<file path="config.mk">
export PLATFORM = sky130hd
export DESIGN_NAME = load_writeback_flat
export DESIGN_NICKNAME = d
export VERILOG_FILES = /design/src/rtl/load_writeback_if.sv /design/src/rtl/load_writeback.sv /design/src/flat_wrapper.sv
export SDC_FILE = /design/constraint.sdc
export NUM_CORES = 1
export LEC_CHECK = 0
export ABC_AREA = 1
export CORE_MARGIN = 3
export CORE_UTILIZATION = 40
export CTS_BUF_LIST = sky130_fd_sc_hd__clkbuf_16
export CTS_CLUSTER_DIAMETER = 200
export DETAILED_ROUTE_END_ITERATION = 7
export GPL_TIMING_DRIVEN = 1
export PLACE_DENSITY = 0.77
export SYNTH_ARGS = -nofsm -noshare
export SYNTH_HDL_FRONTEND = slang
export SYNTH_SLANG_ARGS = --single-unit
</file>
<file path="constraint.sdc">
create_clock -name clk -period 1.2 [get_ports clk]
set_input_delay 0.18 -clock clk [delete_from_list [all_inputs] [get_ports clk]]
set_output_delay 0.18 -clock clk [all_outputs]
set_load 0.05 [all_outputs]
</file>
<file path="src/rtl/load_writeback_if.sv">
// load_writeback_if: execute load, data-memory and register-file write signals
interface load_writeback_if #(
  parameter int DataWidth    = 32,
  parameter int AddrWidth    = 32,
  parameter int AddrRegWidth = 5
);
  logic                    ld_valid;
  logic                    ld_ready;
  logic [AddrWidth-1:0]    ld_addr;
  logic [2:0]              ld_funct3;
  logic [AddrRegWidth-1:0] ld_rd;
  logic                    ld_exc;
  logic                    busy;
  logic                    mem_req;
  logic [AddrWidth-1:0]    mem_addr;
  logic                    mem_gnt;
  logic                    mem_rvalid;
  logic [DataWidth-1:0]    mem_rdata;
  logic [AddrRegWidth-1:0] rd;
  logic                    wen;
  logic [DataWidth-1:0]    wdata;
  modport master (
    output ld_valid, ld_addr, ld_funct3, ld_rd, mem_gnt, mem_rvalid, mem_rdata,
    input  ld_ready, ld_exc, busy, mem_req, mem_addr, rd, wen, wdata
  );
  modport slave (
    input  ld_valid, ld_addr, ld_funct3, ld_rd, mem_gnt, mem_rvalid, mem_rdata,
    output ld_ready, ld_exc, busy, mem_req, mem_addr, rd, wen, wdata
  );
endinterface

</file>
<file path="src/rtl/load_writeback.sv">
// load_writeback: one-at-a-time load sequencer from execute to the register-file write port
module load_writeback #(
  parameter int DataWidth    = 32,
  parameter int AddrWidth    = 32,
  parameter int AddrRegWidth = 5
) (
  input logic             clk,
  input logic             rst,
  load_writeback_if.slave bus
);
  typedef enum logic [1:0] {IDLE, REQ, WAIT, WB} state_e;
  state_e                  state_q, state_d;
  logic [1:0]              lane_q, lane_d;
  logic [2:0]              f3_q, f3_d;
  logic [AddrRegWidth-1:0] lrd_q, lrd_d, rd_q, rd_d;
  logic [AddrWidth-1:0]    mem_addr_q, mem_addr_d;
  logic [DataWidth-1:0]    wdata_q, wdata_d, fmt;
  logic                    mem_req_q, mem_req_d, wen_q, wen_d, exc_q, exc_d, bad;
  logic [7:0]              b;
  logic [15:0]             h;
  always_comb begin
    bad = bus.ld_funct3 == 3'b011 || bus.ld_funct3[2:1] == 2'b11 ||
          (bus.ld_funct3[1:0] == 2'b01 && bus.ld_addr[0]) ||
          (bus.ld_funct3[1:0] == 2'b10 && bus.ld_addr[1:0] != 2'b00);
    b   = bus.mem_rdata[{lane_q, 3'b000} +: 8];
    h   = lane_q[1] ? bus.mem_rdata[31:16] : bus.mem_rdata[15:0];
    fmt = f3_q[1] ? bus.mem_rdata :
          f3_q[0] ? {{(DataWidth-16){~f3_q[2] & h[15]}}, h} :
                    {{(DataWidth-8){~f3_q[2] & b[7]}}, b};
  end
  always_comb begin
    state_d    = state_q;
    lane_d     = lane_q;
    f3_d       = f3_q;
    lrd_d      = lrd_q;
    rd_d       = rd_q;
    mem_addr_d = mem_addr_q;
    wdata_d    = wdata_q;
    wen_d      = 1'b0;
    exc_d      = 1'b0;
    case (state_q)
      IDLE: if (bus.ld_valid) begin
        exc_d   = bad;
        state_d = bad ? IDLE : REQ;
        if (!bad) begin
          lane_d     = bus.ld_addr[1:0];
          f3_d       = bus.ld_funct3;
          lrd_d      = bus.ld_rd;
          mem_addr_d = {bus.ld_addr[AddrWidth-1:2], 2'b00};
        end
      end
      REQ:  state_d = bus.mem_gnt ? WAIT : REQ;
      WAIT: if (bus.mem_rvalid) begin
        state_d = WB;
        wdata_d = fmt;
        rd_d    = lrd_q;
        wen_d   = |lrd_q;
      end
      default: state_d = IDLE;
    endcase
    mem_req_d = state_d == REQ;
  end
  always_ff @(posedge clk or negedge rst) begin
    if (!rst) begin
      state_q    <= IDLE;
      lane_q     <= '0;
      f3_q       <= '0;
      lrd_q      <= '0;
      rd_q       <= '0;
      mem_addr_q <= '0;
      wdata_q    <= '0;
      mem_req_q  <= 1'b0;
      wen_q      <= 1'b0;
      exc_q      <= 1'b0;
    end else begin
      state_q    <= state_d;
      lane_q     <= lane_d;
      f3_q       <= f3_d;
      lrd_q      <= lrd_d;
      rd_q       <= rd_d;
      mem_addr_q <= mem_addr_d;
      wdata_q    <= wdata_d;
      mem_req_q  <= mem_req_d;
      wen_q      <= wen_d;
      exc_q      <= exc_d;
    end
  end
  assign bus.ld_ready = state_q == IDLE;
  assign bus.busy     = state_q != IDLE;
  assign bus.mem_req  = mem_req_q;
  assign bus.mem_addr = mem_addr_q;
  assign bus.rd       = rd_q;
  assign bus.wen      = wen_q;
  assign bus.wdata    = wdata_q;
  assign bus.ld_exc   = exc_q;
endmodule

</file>
<file path="src/flat_wrapper.sv">
// flat-port wrapper written by rule: the top's interface ports become plain ports
module load_writeback_flat 
#(
  parameter int DataWidth    = 32,
  parameter int AddrWidth    = 32,
  parameter int AddrRegWidth = 5
)
  (clk, rst, bus_ld_valid, bus_ld_addr, bus_ld_funct3, bus_ld_rd, bus_mem_gnt, bus_mem_rvalid, bus_mem_rdata, bus_ld_ready, bus_ld_exc, bus_busy, bus_mem_req, bus_mem_addr, bus_rd, bus_wen, bus_wdata);
  load_writeback_if #(.DataWidth(DataWidth), .AddrWidth(AddrWidth), .AddrRegWidth(AddrRegWidth)) bus_i ();
  input logic clk;
  input logic rst;
  input wire logic [$bits(bus_i.ld_valid)-1:0] bus_ld_valid;
  input wire logic [$bits(bus_i.ld_addr)-1:0] bus_ld_addr;
  input wire logic [$bits(bus_i.ld_funct3)-1:0] bus_ld_funct3;
  input wire logic [$bits(bus_i.ld_rd)-1:0] bus_ld_rd;
  input wire logic [$bits(bus_i.mem_gnt)-1:0] bus_mem_gnt;
  input wire logic [$bits(bus_i.mem_rvalid)-1:0] bus_mem_rvalid;
  input wire logic [$bits(bus_i.mem_rdata)-1:0] bus_mem_rdata;
  output wire logic [$bits(bus_i.ld_ready)-1:0] bus_ld_ready;
  output wire logic [$bits(bus_i.ld_exc)-1:0] bus_ld_exc;
  output wire logic [$bits(bus_i.busy)-1:0] bus_busy;
  output wire logic [$bits(bus_i.mem_req)-1:0] bus_mem_req;
  output wire logic [$bits(bus_i.mem_addr)-1:0] bus_mem_addr;
  output wire logic [$bits(bus_i.rd)-1:0] bus_rd;
  output wire logic [$bits(bus_i.wen)-1:0] bus_wen;
  output wire logic [$bits(bus_i.wdata)-1:0] bus_wdata;
  assign bus_i.ld_valid = bus_ld_valid;
  assign bus_i.ld_addr = bus_ld_addr;
  assign bus_i.ld_funct3 = bus_ld_funct3;
  assign bus_i.ld_rd = bus_ld_rd;
  assign bus_i.mem_gnt = bus_mem_gnt;
  assign bus_i.mem_rvalid = bus_mem_rvalid;
  assign bus_i.mem_rdata = bus_mem_rdata;
  assign bus_ld_ready = bus_i.ld_ready;
  assign bus_ld_exc = bus_i.ld_exc;
  assign bus_busy = bus_i.busy;
  assign bus_mem_req = bus_i.mem_req;
  assign bus_mem_addr = bus_i.mem_addr;
  assign bus_rd = bus_i.rd;
  assign bus_wen = bus_i.wen;
  assign bus_wdata = bus_i.wdata;
  load_writeback #(.DataWidth(DataWidth), .AddrWidth(AddrWidth), .AddrRegWidth(AddrRegWidth)) u_core (.clk(clk), .rst(rst), .bus(bus_i));
endmodule
</file>
# Word level (Yosys, flattened, before mapping)
# Cells that the tools add are included.
[totals] ff_bits=82 input_bits=77 out_inout_bits=74
[op_classes] eq_ne=7 shifts=1 muxes=12 n_bitwise=4 reduce_logical=11
[op_table] cell="two-way mux 32 bit" count=2
[op_table] cell="variable part select 32 x 6 -> 8 bit" count=1
[op_table] cell="two-way mux 16 bit" count=1
[op_table] cell="== test 2 x 1 -> 1 bit (second input constant)" count=3
[op_table] cell="== test 2 bit (second input constant)" count=3
[op_table] cell="two-way mux 2 bit" count=3
[op_table] cell="one-hot mux 2 bit (3 select lines)" count=1
[op_table] cell="two-way mux 1 bit" count=5
[op_table] cell="OR reduction 5 bit" count=1
[op_table] cell="nonzero test 2 bit" count=2
[op_table] cell="== test 3 x 2 -> 1 bit (second input constant)" count=1
[op_table] cell="logical OR 1 bit" count=3
[op_table] cell="AND reduction 3 bit" count=1
[op_table] cell="AND 1 bit" count=2
[op_table] cell="logical AND 1 bit" count=2
[op_table] cell="logical NOT 2 bit" count=1
[op_table] cell="NOT 1 bit" count=2
[op_table] cell="AND reduction 2 bit" count=1

# Logic depth before layout (Yosys ltp)
# Gate-level depths: netlist of the first run.
[logic_depth] ltp_word=8 ltp_mapped=9 ltp_nobuf=9

# Worst setup path before layout of the first run
# OpenSTA, ideal clock, no wires.
[synth_path] path_type="register to register" start="reg u_core.state_q[0]" end="reg u_core.mem_addr_q[27], in the netlist u_core.bus.mem_addr[27]" setup_time_ns=0.119 t_arrival_ns=1.827 required_time_ns=1.081 slack_ns=-0.746 stages_incl_launch_ff=9 n_path_buf=2 period_less_slack_ns=1.946 path_cell_list="dfrtp_1 nor2_2 inv_2 nor2_8 nand2_1 buf_6 buf_6 nand2_1 nand2_1"
[synth_between] elab_chain_len=2
[synth_rtl] element="from (decl)" line_no="load_writeback.sv:12" text="state_e state_q, state_d;"
[synth_rtl] element="from (signal assigned)" line_no="load_writeback.sv:76" text="state_q <= state_d;"
[synth_rtl] element="logical NOT 2 bit"
[synth_rtl] element="via bus_ld_ready" line_no="flat_wrapper.sv:19" text="output wire logic [$bits(bus_i.ld_ready)-1:0] bus_ld_ready;"
[synth_rtl] element="AND reduction 3 bit (no line)"
[synth_rtl] element="to (signal assigned)" line_no="load_writeback.sv:81" text="mem_addr_q <= mem_addr_d;"
[synth_rtl] element="to (decl)" line_no="load_writeback.sv:16" text="logic [AddrWidth-1:0] mem_addr_q, mem_addr_d;"
# The timed path passes the listed nets, and every way through them passes these cells.
# A chain may end at the register's enable or synchronous reset.

# Worst setup path after layout of the first run
[layout_path] start="reg u_core.state_q[0]" end="reg u_core.wdata_q[20], in the netlist u_core.bus.wdata[20]"
[layout_between] elab_chain_len=2
[layout_rtl] element="== test 2 bit" line_no="load_writeback.sv:41" text="case (state_q)"
[layout_rtl] element="AND reduction 2 bit (no line)"
[layout_rtl] element="to (signal assigned)" line_no="load_writeback.sv:82" text="wdata_q <= wdata_d;"
[layout_rtl] element="to (decl)" line_no="load_writeback.sv:17" text="logic [DataWidth-1:0] wdata_q, wdata_d, fmt;"
# Every way passes these cells.

==> results.py, run 1 <==
metrics = {
    "final_layout": {
        "layout-drive-gt1-share": 0.463,
        "nFillCells": 466,
        "nNetsFinal": 769,
        "final_area_um2": 7890,
        "final_cell_mix": "nand2_1, buf_12, dfrtp_1",
        "utilization": 0.842,
        "antenna_cells": 0,
        "final_cells": 826,
        "final_common_cell": "nand2_1",
        "area_growth_pct": 103,
    },
    "sta": {
        "finalHoldViolCount": 0,
        "rsz0062_at_grt": "yes",
        "setup_tns_ns": -14.04,
        "period_needed_ns": 1.43,
        "setup_ws_ns": -0.231,
        "drv_slew": 0,
        "fmax_ghz": 0.699,
        "timing.final.crit_share": 1.19,
        "clock_skew_ns": 0.00683,
        "setup-violations-final": 82,
    },
    "critical_path": {
        "cp.arrival_ns": 1.65,
        "critPathMaxStageDelay_ns": 0.40,
        "rrSetupSlack_ns": -0.23,
        "crit_chain": "buf_6 > inv_4 > nand3_4 > buf_6 > inv_4 > or2_2 > inv_2 > a21oi_2",
        "cp_max_fo": 7,
        "required_ns": 1.42,
        "startpoint_type": "flop",
        "endpoint_kind": "flop",
        "crit_type": "reg -> reg",
        "slowest_stage": "dfrtp_1",
    },
    "min_path": {
        "holdCritPathClass": "in -> async",
    },
    "yosys": {
        "ys_top_cells_by_area": "dfrtp_1, nand2_1, nand3_1",
        "synth_top_area_share": 0.527,
        "yosysWarnings": 0,
        "yosys.area.top_type": "dfrtp_1",
        "synthesis.instances": 488,
        "avgSynthCellArea_um2": 7.98,
        "ys_seq_elements": 82,
        "ys_types": 27,
        "synth-seq-area-share": 0.527,
        "synth_area_um2": 3890,
    },
    "power": {
        "power.leakage_nw": 3.76,
        "ir_drop_mv": 1.95,
        "power_density_nw_per_um2": 3330,
    },
    "floorplan": {
        "initial_utilization": 0.415,
        "ios": 151,
        "die_w_um": 105,
        "die_area_um2": 11000,
        "num_rows": 35,
        "fp.dieH_um": 105,
        "core-area_um2": 9370,
    },
    "clock_network": {
        "cts_max_level": 3,
        "cts_tree": "yes",
        "cts-root-buf": "clkbuf_16",
        "cts-buffers-inserted": 9,
        "clkSinkCount": 82,
        "clkLatencyLatePin_ns": 0.34,
        "clk_pin_slew_worst_paths_ns": 0.07,
        "cts.path.max_buffers": 2,
    },
    "global_route": {
        "globalRouteOverflowTotal": 0,
        "grt_max_degree": 36,
        "antenna_found_initial": 0,
        "grt_pass1_vias": 4351,
        "grt_pass1_wl_mm": 22.0,
        "grt_usage": 0.251,
    },
    "drt": {
        "num_vias": 4402,
        "drt_first_iter_violations": 287,
        "drtPass1Iterations": 5,
        "vias_per_cell": 5.33,
        "drc": 0,
        "wire_per_inst_um": 19.2,
        "drt_wl_total_mm": 15.8,
        "ant_nets": 0,
    },
    "placed_design": {
        "io_buffers": 148,
        "dp_hpwl_mm": 9.23,
        "place_congestion": 0.857,
        "dpl-instance-area_um2": 6570,
        "place_inst": 783,
        "dp_slack_ns": -0.373,
    },
    "status": {
        "violations": "setup timing",
        "status": "finished with violations",
    },
    "job": {
        "maxCapViolations": 0,
    },
}
[layer usage]
layer | wire (um) | GRT usage | vias up
li1 | - | - | 1955
met1 | 5490 | 0.289 | 2087
met2 | 8160 | 0.438 | 294
met3 | 1560 | 0.0797 | 66
met4 | 640 | 0.0918 | 0
met5 | 0 | 0 | -
[path summary, 6_finish.rpt]
check                                            start                               end  cells past startpoint
setup reg to reg           u_core.state_q[0]$_DFF_PN0_  u_core.bus.wdata[20]$_DFFE_PN0P_                      8
max in group asynchronous                          rst      u_core.lane_q[1]$_DFFE_PN0P_                      3
min in group clk                          bus_ld_rd[4]       u_core.lrd_q[4]$_DFFE_PN0P_                      3
hold reg to reg            u_core.lrd_q[3]$_DFFE_PN0P_       u_core.lrd_q[3]$_DFFE_PN0P_                      2
hold / removal                                     rst   u_core.bus.wdata[4]$_DFFE_PN0P_                      2
setup / recovery           u_core.state_q[0]$_DFF_PN0_  u_core.bus.wdata[20]$_DFFE_PN0P_                      8
[power by group]
group	internal (mW)	switching, mW
Combinational	8.20	9.64
Clock	1.42	1.20
Sequential	4.14	1.65
[state kept, by name, summed over array words and instances (netlist names)]
name / flops
u_core.bus.wdata: 32
u_core.bus.mem_addr: 30
u_core.bus.rd: 5
u_core.lrd_q: 5
u_core.f3_q: 3
u_core.lane_q: 2
u_core.state_q: 2
u_core.bus.ld_exc: 1
u_core.bus.mem_req: 1
u_core.bus.wen: 1
[synth_stat cells]
master and count:
inv_2 9, nand2_1 168, buf_1 2, clkinv_1 8, o31ai_1 2, inv_1 34, o21ai_0 16, nand3_1 55
or2_2 8, buf_2 9, buf_6 4, or2_1 8, clkbuf_1 9, buf_4 4, dfrtp_1 82, a21oi_1 50
nor2_1 3, nand2_2 1, o21ai_2 1, o21ai_1 8, nor2_2 1, nor2_8 1, o21ai_4 1, nor2_4 1
conb_1 1, nor3_1 1, a21oi_2 1
[cells by family after synthesis]
family,count (synthesis),share of synthesized area
AO/OA/AOI/OAI,79,0.108
buffers and inverters,79,0.0906
flip-flops,82,0.527
other,1,0.000963
AND/OR/NAND/NOR,247,0.274
[worst max-delay path: cells and delay by family, from the launching register on]
| family | cells | cell delay, ns |
|---|---|---|
| buffers and inverters | 5 | 0.45 |
| and+or+nand+nor | 2 | 0.45 |
| DFF | 1 | 0.40 |
| AOI/OAI and AO/OA | 1 | 0.03 |
[repair_timing]
action | CTS | global route
gates resized for setup | 84 | 137
pin swaps | 8 | 29
buffers inserted | 10 | 6
endpoints found under the setup margin | 76 | 82
cloned | 6 | 7
hold endpoints to repair | 18 | 0
hold buffers | 1 | 0
[layout make-up]
class	instances	area, um2	share of cell area
Clock inverter	7	51.3	0.00650
Timing Repair Buffer	217	3020	0.383
Clock buffer	9	225	0.0285
Timing Repair inverter	3	33.8	0.00428
Sequential cell	82	2050	0.260
Tap cell	129	161	0.0205
Multi-Input combinational cell	328	2130	0.270
Inverter	51	219	0.0277
[metrics by stage]
stage,hold slack [ns],power [mW]
5_1_grt,0.339,27.2
2_1_floorplan,-0.116,12.6
3_3_place_gp,0.0909,19.8
6_report,0.319,26.2
3_5_place_dp,0.0955,20.2
4_1_cts,0.312,24.1
Note: power is estimated with default switching activity, not from simulation.
==> run 2, diff against run 1 <==
- CAP_MARGIN: default -> 25
- SKIP_LAST_GASP: default -> 1
==> run 2 against run 1 <==
  * The flow still finishes with violations (setup timing)
  * Routed wire length grew 2.0%
  * Fmax increased by 0.45%
  * Worst hold slack worse by 0.011 ns
  * Utilization is 0.59 points lower
  * First-iteration DRC count grew 1.7%
  * Sequential power is essentially flat
  * Total power down 0.24%
  * Sequential share of layout area increased by 0.18 points
  * Clock power hardly changed
  * Non-clock buffer count grew 3
  * Design area fell by 0.70%
  * Setup slack gained 0.0064 ns
==> results.py, run 2 (synthesis results as in run 1) <==
metrics = {
    "final_layout": {
        "antenna_cells": 0,
        "largest_reg_flops": 32,
        "nFillCells": 477,
        "nNetsFinal": 771,
        "final_common_cell": "nand2_1",
        "area_growth_pct": 101,
        "final_cell_mix": "nand2_1, dfrtp_1, buf_12",
        "utilization": 0.836,
        "layout-drive-gt1-share": 0.422,
        "final_cells": 828,
    },
    "drt": {
        "num_vias": 4413,
        "drc": 0,
        "drt_first_iter_violations": 292,
        "ant_nets": 0,
        "drt_wl_total_mm": 16.2,
        "drtPass1Iterations": 5,
        "wire_per_inst_um": 19.5,
        "vias_per_cell": 5.33,
    },
    "critical_path": {
        "crit_cells": 7,
        "worst_path_most_repeated_cell": "nand2_1",
        "reg2reg_to": "u_core.bus.wdata[1]$_DFFE_PN0P_",
        "critPathCapture": "u_core.bus.wdata[1]$_DFFE_PN0P_",
        "critPathMaxStageDelay_ns": 0.48,
        "critPathTopFamily": "flip-flops",
        "crit_type": "reg -> reg",
        "timing.rr.start": "u_core.lane_q[1]$_DFFE_PN0P_",
        "rrSetupSlack_ns": -0.22,
        "critPathLaunch": "u_core.lane_q[1]$_DFFE_PN0P_",
        "cp_num_buf_inv": 2,
        "crit_chain": "buf_12 > buf_8 > o21ai_2 > nand2_1 > nand3_2 > nand3_1 > nand2_1",
        "cp_max_fo": 6,
        "rr_worst_depth": 7,
        "required_ns": 1.47,
        "endpoint_kind": "flop",
        "cp.arrival_ns": 1.69,
        "startpoint_type": "flop",
        "slowest_stage": "dfrtp_2",
    },
    "floorplan": {
        "num_rows": 35,
        "initial_utilization": 0.415,
        "fp.dieH_um": 105,
        "die_area_um2": 11000,
        "die_w_um": 105,
        "core-area_um2": 9370,
        "ios": 151,
    },
    "placed_design": {
        "place_congestion": 0.857,
        "place_inst": 783,
        "dp_hpwl_mm": 9.23,
        "io_buffers": 148,
    },
    "global_route": {
        "busiest_layer": "met2",
        "grt_pass1_vias": 4285,
        "antenna_found_initial": 0,
        "grt_pass1_wl_mm": 21.6,
        "use_met1": 0.284,
        "globalRouteOverflowTotal": 0,
        "grt_usage": 0.247,
        "gr-usage-met3": 0.0815,
        "grt_max_degree": 36,
        "use_met2": 0.435,
    },
    "power": {
        "power_density_nw_per_um2": 3340,
        "power.leakage_nw": 3.76,
        "ir_drop_mv": 1.92,
    },
    "sta": {
        "setup_ws_ns": -0.225,
        "period_needed_ns": 1.42,
        "setup-violations-final": 82,
        "clock_skew_ns": 0.00891,
        "timing.final.crit_share": 1.19,
        "rsz0062_at_grt": "yes",
        "finalHoldViolCount": 0,
        "fmax_ghz": 0.702,
        "drv_slew": 0,
    },
    "clock_network": {
        "cts-root-buf": "clkbuf_16",
        "cts-buffers-inserted": 9,
        "clkLatencyLatePin_ns": 0.33,
        "cts_tree": "yes",
        "clkSinkCount": 82,
        "cts_max_level": 3,
        "clk_pin_slew_worst_paths_ns": 0.07,
        "cts.path.max_buffers": 2,
    },
    "min_path": {
        "holdCritPathClass": "in -> async",
    },
    "status": {
        "violations": "setup timing",
        "status": "finished with violations",
    },
    "job": {
        "maxCapViolations": 0,
    },
}
==> run 2: layer usage <==
metal / vias to the layer above / routed length [um]
met4: 0 / 721
li1: 1958 / -
met1: 2107 / 5610
met5: - / 0
met3: 63 / 1590
met2: 285 / 8240
==> run 2: how the worst min path moves through the flow <==
stage / startpoint / endpoint / slack [ns] / cells after the start
finish: rst / u_core.bus.wdata[7]$_DFFE_PN0P_ / 0.31 / 2
floorplan: rst / u_core.bus.ld_exc$_DFF_PN0_ / -0.12 / 0
detailed placement: rst / u_core.bus.wdata[0]$_DFFE_PN0P_ / 0.1 / 1
global placement: rst / u_core.bus.wdata[4]$_DFFE_PN0P_ / 0.09 / 1
CTS: rst / u_core.lrd_q[0]$_DFFE_PN0P_ / 0.31 / 2
global route: rst / u_core.bus.wdata[0]$_DFFE_PN0P_ / 0.32 / 2
==> run 2: what timing repair did <==
action	4_1_cts	5_1_grt
gates cloned	6	5
setup endpoints to repair	76	82
hold buffers	1	0
endpoints found under the hold margin	18	0
buffers inserted	10	12
pin swaps	8	36
gates resized for setup	66	136
==> run 2: where the power goes <==
| group | switching, mW | internal [mW] |
|---|---|---|
| combinational | 9.54 | 8.19 |
| sequential | 1.67 | 4.13 |
| clock | 1.23 | 1.42 |
| total | 12.4 | 13.7 |
==> run 2: stage by stage <==
step	cell area (um2)	hold slack, ns	power, mW	setup WS (ns)	setup TNS [ns]
global route	7840	0.322	27.1	-0.264	-17.27
finish	7840	0.308	26.2	-0.225	-13.47
global placement	6570	0.0909	19.8	-0.297	-19.22
floorplan	3960	-0.116	12.6	-0.419	-16.50
detailed placement	6570	0.0955	20.2	-0.373	-23.20
CTS	7250	0.312	24.0	-0.187	-10.42
==> run 2: cell type report <==
cell class,instances,area [um2],area share
repair inverters,2,22.5,0.00287
clock inverters,7,51.3,0.00655
inverters,51,214,0.0273
clock buffers,9,225,0.0287
flip-flops and latches,82,2050,0.262
repair buffers,220,3040,0.388
multi-input cells,328,2070,0.264
well taps,129,161,0.0206
==> run 2: worst reg2reg max path: cells and delay by family, from the launching register on <==
family / cells / cell delay [ns]
AOI/OAI and AO/OA: 1 / 0.16
buffers and inverters: 2 / 0.31
DFF: 1 / 0.48
and+or+nand+nor: 4 / 0.42
